File: src/rtl/delapan_bit_gabung_coba_if.sv
// Operand/product bundle for the sequential 8x8 shift-and-add multiplier.
// The master drives operands and the start request; the slave returns the product.
interface delapan_bit_gabung_coba_if;
  logic [7:0]  a;
  logic [7:0]  b;
  logic        enable;
  logic [15:0] q;
  logic        cout;
  logic        done_delapanbitgabungcoba;

  modport master (
    output a, b, enable,
    input  q, cout, done_delapanbitgabungcoba
  );

  modport slave (
    input  a, b, enable,
    output q, cout, done_delapanbitgabungcoba
  );
endinterface

File: src/rtl/delapan_bit_gabung_coba.sv
// Sequential 8x8 unsigned shift-and-add multiplier: one load cycle, eight
// add/shift iterations, then the 16-bit product is held with a done level.
module delapan_bit_gabung_coba (
  input  logic                      clock,
  input  logic                      reset,
  delapan_bit_gabung_coba_if.slave  bus
);

  typedef enum logic [1:0] {
    S_IDLE = 2'd0,
    S_BUSY = 2'd1,
    S_DONE = 2'd2
  } state_t;

  localparam logic [3:0] LAST_ITER = 4'd7;

  // Declaration values match the reset values so the block works without reset.
  state_t      r_state = S_IDLE;
  logic [7:0]  r_m     = 8'd0;
  logic [7:0]  r_a     = 8'd0;
  logic [7:0]  r_qr    = 8'd0;
  logic        r_c     = 1'b0;
  logic [3:0]  r_cnt   = 4'd0;
  logic [15:0] r_q     = 16'd0;

  state_t      w_state_nxt;
  logic [7:0]  w_addend;
  logic [8:0]  w_sum;
  logic [7:0]  w_a_nxt;
  logic [7:0]  w_q_nxt;

  // One iteration: conditional 9-bit add, then shift {C,A,Q} right by one.
  assign w_addend = r_qr[0] ? r_m : 8'd0;
  assign w_sum    = {1'b0, r_a} + {1'b0, w_addend};
  assign w_a_nxt  = w_sum[8:1];
  assign w_q_nxt  = {w_sum[0], r_qr[7:1]};

  // NOTE: every always_comb output gets a default first so no path leaves it
  // unassigned; otherwise synthesis infers a latch to hold the old value.
  always_comb begin
    w_state_nxt = r_state;
    case (r_state)
      S_IDLE:  if (bus.enable)         w_state_nxt = S_BUSY;
      S_BUSY:  if (r_cnt == LAST_ITER) w_state_nxt = S_DONE;
      S_DONE:  if (!bus.enable)        w_state_nxt = S_IDLE;
      default:                         w_state_nxt = S_IDLE;
    endcase
  end

  // NOTE: sequential state uses non-blocking assignments so every register
  // samples pre-edge values, independent of statement order.
  always_ff @(posedge clock or posedge reset) begin
    if (reset) r_state <= S_IDLE;
    else       r_state <= w_state_nxt;
  end

  always_ff @(posedge clock or posedge reset) begin
    if (reset) begin
      r_m   <= 8'd0;
      r_a   <= 8'd0;
      r_qr  <= 8'd0;
      r_c   <= 1'b0;
      r_cnt <= 4'd0;
      r_q   <= 16'd0;
    end else begin
      case (r_state)
        S_IDLE: begin
          if (bus.enable) begin
            r_m   <= bus.a;
            r_qr  <= bus.b;
            r_a   <= 8'd0;
            r_c   <= 1'b0;
            r_cnt <= 4'd0;
          end
        end
        S_BUSY: begin
          // The adder carry is shifted into A[7]; C is cleared by the shift.
          r_a   <= w_a_nxt;
          r_qr  <= w_q_nxt;
          r_c   <= 1'b0;
          r_cnt <= r_cnt + 4'd1;
          if (r_cnt == LAST_ITER) r_q <= {w_a_nxt, w_q_nxt};
        end
        default: begin
        end
      endcase
    end
  end

  assign bus.q                         = r_q;
  assign bus.cout                      = r_c;
  assign bus.done_delapanbitgabungcoba = (r_state == S_DONE);

endmodule

File: src/flat_wrapper.sv
// flat-port wrapper written by rule: the top's interface ports become plain ports
module delapan_bit_gabung_coba_flat 
  (clock, reset, bus_a, bus_b, bus_enable, bus_q, bus_cout, bus_done_delapanbitgabungcoba);
  delapan_bit_gabung_coba_if bus_i ();
  input  logic clock;
  input  logic reset;
  input wire logic [$bits(bus_i.a)-1:0] bus_a;
  input wire logic [$bits(bus_i.b)-1:0] bus_b;
  input wire logic [$bits(bus_i.enable)-1:0] bus_enable;
  output wire logic [$bits(bus_i.q)-1:0] bus_q;
  output wire logic [$bits(bus_i.cout)-1:0] bus_cout;
  output wire logic [$bits(bus_i.done_delapanbitgabungcoba)-1:0] bus_done_delapanbitgabungcoba;
  assign bus_i.a = bus_a;
  assign bus_i.b = bus_b;
  assign bus_i.enable = bus_enable;
  assign bus_q = bus_i.q;
  assign bus_cout = bus_i.cout;
  assign bus_done_delapanbitgabungcoba = bus_i.done_delapanbitgabungcoba;
  delapan_bit_gabung_coba u_core (.clock(clock), .reset(reset), .bus(bus_i));
endmodule
File: config.mk
export PLATFORM = sky130hd
export DESIGN_NAME = delapan_bit_gabung_coba_flat
export DESIGN_NICKNAME = d
export VERILOG_FILES = /design/src/rtl/delapan_bit_gabung_coba_if.sv /design/src/rtl/delapan_bit_gabung_coba.sv /design/src/flat_wrapper.sv
export SDC_FILE = /design/constraint.sdc
export NUM_CORES = 1
export LEC_CHECK = 0
export BUFFER_PORTS_ARGS = -buffer_cell sky130_fd_sc_hd__buf_2
export CORE_ASPECT_RATIO = 1.75
export CORE_MARGIN = 4
export CORE_UTILIZATION = 44
export DETAILED_ROUTE_END_ITERATION = 8
export GPL_ROUTABILITY_DRIVEN = 0
export PLACE_DENSITY_LB_ADDON = 0.05
export SLEW_MARGIN = 20
export SYNTH_ARGS = -nofsm -noshare
export SYNTH_HDL_FRONTEND = slang
export SYNTH_SLANG_ARGS = --single-unit
File: constraint.sdc
create_clock -name clock -period 2.4 [get_ports clock]
set_input_delay 0 -clock clock [delete_from_list [all_inputs] [get_ports clock]]
set_output_delay 0 -clock clock [all_outputs]
set_load 0.03 [all_outputs]
==> flow_metrics.py <==
metrics = {
    "synth": {
        "syn_nets": 219,
        "ys_ff_latch": 46,
        "syn_inst": 190,
        "netlist_area_um2": 2230,
        "synth_area_leaders": "dfrtp_1, mux2_2, ha_1, a21oi_1, o21ai_0",
        "synth-seq-area-share_pct": 51.7,
        "avgSynthCellArea_um2": 11.7,
        "yosysWarningCount": 0,
        "yosys.area.top_type": "dfrtp_1",
        "synth_cell_types": 39,
        "synth.top_cell.area_share_pct": 51.7,
    },
    "place": {
        "port_buffers": 35,
        "hpwl_mm": 3.45,
    },
    "finish": {
        "final_common_cell": "dfrtp_1",
        "num-nets-final": 267,
        "final_cell_mix": "dfrtp_1, buf_2, mux2_2",
        "diodes": 0,
        "area_delta_synth_final_pct": 21.5,
        "drive_gt1_share_pct": 32.6,
    },
    "cts": {
        "cts.sinks": 46,
        "cts_resized": 0,
        "root_buffer": "clkbuf_8",
        "postCtsSetupBuffers": 0,
        "clk_pin_slew_ns": 0.09,
        "clock_latency_ns": 0.29,
        "cts_tree": "yes",
        "cts_buffers": 5,
        "h-tree-depth": 2,
        "clock_path_buffers": 2,
    },
    "floorplan": {
        "die_y_um": 102,
        "chipWidth_um": 61.8,
        "die_area_um2": 6310,
        "row_count": 34,
        "fp.coreArea_um2": 4930,
        "initial_core_util_pct": 45.1,
        "io_pins": 37,
    },
    "sta": {
        "drv_slew": 0,
        "fin_crit_sh_pct": 93.8,
        "worstMarginPinSlew_ns": 0.949,
        "hold_viol": 0,
        "fin_skew_ns": 0.00895,
        "hold_ws_ns": 0.0670,
        "tns_ns": 0,
        "setup_viol_count_final": 0,
        "max_slew_margin_pct": 36.6,
        "fin_crit_ns": 2.25,
        "rsz0062_at_grt": "no",
        "fmax_mhz": 444,
    },
    "power": {
        "power_density_nw_per_um2": 1320,
        "cellLeakagePower_nw": 1.36,
        "vdd_ir_drop_max_mv": 0.848,
    },
    "routing": {
        "route.detailed.drc": 0,
        "vias_per_cell": 5.47,
        "antenna_left": 0,
        "vias": 1603,
        "routedWlPerCell_um": 16.2,
        "routed_wl_mm": 4.76,
        "drt-pass1-iter-count": 4,
        "drtIter0Drc": 18,
    },
    "global_route": {
        "antenna_found_initial": 0,
        "grt_overflow": 0,
        "gr-usage-met2_pct": 29.8,
        "top_usage_layer": "met2",
        "grt_pass1_wl_mm": 7.99,
        "grt_max_degree": 47,
        "use_met1_pct": 18.7,
        "first_global_vias": 1791,
        "grt_use_met3_pct": 3.16,
        "grt_usage_pct": 17.1,
    },
    "critical_path": {
        "path_class": "reg -> reg",
        "cp_max_fo": 3,
        "end_kind": "flop",
        "cp-start-kind": "flop",
        "cp.arrival_ns": 2.44,
        "critPathRequiredTime_ns": 2.59,
    },
    "outcome": {
        "status": "complete, no violations",
    },
    "job": {
        "maxCapViolCount": 0,
    },
    "worst_hold_path": {
        "hp-class": "in -> reg",
    },
}
## cells in the mapped netlist
cell / number
mux2_2: 19
o31ai_1: 1
nand3b_1: 3
buf_4: 1
a211oi_1: 1
nand4_1: 1
xor2_1: 2
clkbuf_1: 3
inv_1: 2
nand2b_1: 3
and2_1: 8
ha_1: 9
nor3b_1: 1
o21ai_0: 14
fa_1: 1
a21o_1: 4
a22o_2: 1
nor2_1: 2
and3b_1: 7
dfrtp_1: 46
a21oi_2: 1
and3_2: 1
nand2_1: 13
a22o_1: 5
a21oi_1: 14
a221o_1: 2
a32o_1: 2
mux2i_1: 2
buf_2: 6
conb_1: 1
or3_2: 1
a31o_2: 2
xnor2_1: 2
o21bai_2: 1
nand3_1: 1
mux2_4: 1
nor2b_1: 4
a22oi_1: 1
or3_1: 1
## kinds of logic (layout without fill, tap and decap cells)
group	after synthesis	in the layout	synth area share [%]
XOR/XNOR	4	4	1.57
AND/OR/NAND/NOR	46	46	12.3
flip-flops	46	46	51.7
other	1	1	0.168
AO/OA/AOI/OAI	49	49	14.6
buffers and inverters	12	61	2.53
multiplexers	22	22	11.2
adder cells (fa/ha/maj)	10	10	5.96
## final timing paths
check / start / to / slack, ns / depth (start not counted)
worst max register to register: u_core.r_qr[0] / u_core.bus.q[13] / 0.15 / 7
min in group asynchronous: reset / u_core.r_m[2] / 0.47 / 3
worst min register to register: u_core.r_cnt[3] / u_core.r_cnt[3] / 0.50 / 1
worst max-delay path: u_core.r_qr[0] / u_core.bus.q[13] / 0.15 / 7
worst min-delay path: bus_enable / u_core.r_state[1] / 0.07 / 2
max in group asynchronous: reset / u_core.bus.q[2] / 1.34 / 3
## flip-flops by register name, summed over array words and instances, names as in the netlist
register and flops:
u_core.r_qr 8, u_core.r_a 8, u_core.r_m 8, u_core.r_state 2, u_core.r_cnt 4, u_core.bus.q 16
## per-layer routing
layer / part of all wire [%] / up-vias / wire (µm)
li1: - / 776 / -
met1: 38 / 773 / 1830
met2: 55 / 39 / 2600
met3: 3.8 / 15 / 182
met4: 3.2 / 0 / 153
met5: 0 / - / 0
## final cells by class
type | instances | area, µm²
clock inverters | 2 | 60.1
flip-flops and latches | 46 | 1150
fillers | 450 | 2230
repair buffers | 51 | 318
inverters | 2 | 7.51
clock buffers | 6 | 82.6
well taps | 54 | 67.6
multi-input cells | 132 | 1020
## worst max-delay path: stages, from the launching register on
cell	delay, ns
dfrtp_1	0.39
and2_1	0.16
ha_1	0.21
fa_1	0.41
a21o_1	0.21
a221o_1	0.35
xor2_1	0.17
mux2_4	0.26
## where the power goes
part,internal [W],leakage (nW),switching (W)
registers,0.00111,0.582,0.000225
logic,0.000690,0.707,0.000829
clock network,0.000444,0.0714,0.000259
total,0.00225,1.36,0.00131
## stage by stage
| stage | utilization [%] | instances | instance area (µm²) | total power [W] | setup slack, ns |
|---|---|---|---|---|---|
| 2_1_floorplan | - | 190 | 2230 | 0.00244 | 0.182 |
| 3_3_place_gp | 50.1 | 276 | 2470 | 0.00284 | 0.197 |
| 3_5_place_dp | 50.1 | 276 | 2470 | 0.00289 | 0.157 |
| 4_1_cts | 54.8 | 293 | 2710 | 0.00363 | 0.143 |
| 5_1_grt | 54.8 | 293 | 2710 | 0.00384 | 0.0509 |
| 6_report | 54.8 | 293 | 2710 | 0.00356 | 0.148 |
## timing repair
| action | in CTS | in global routing |
|---|---|---|
| endpoints found under the setup margin | 0 | 0 |
| hold endpoints to repair | 54 | 0 |
| hold buffers | 9 | 0 |
No activity file was read; power rests on OpenSTA's default activity.
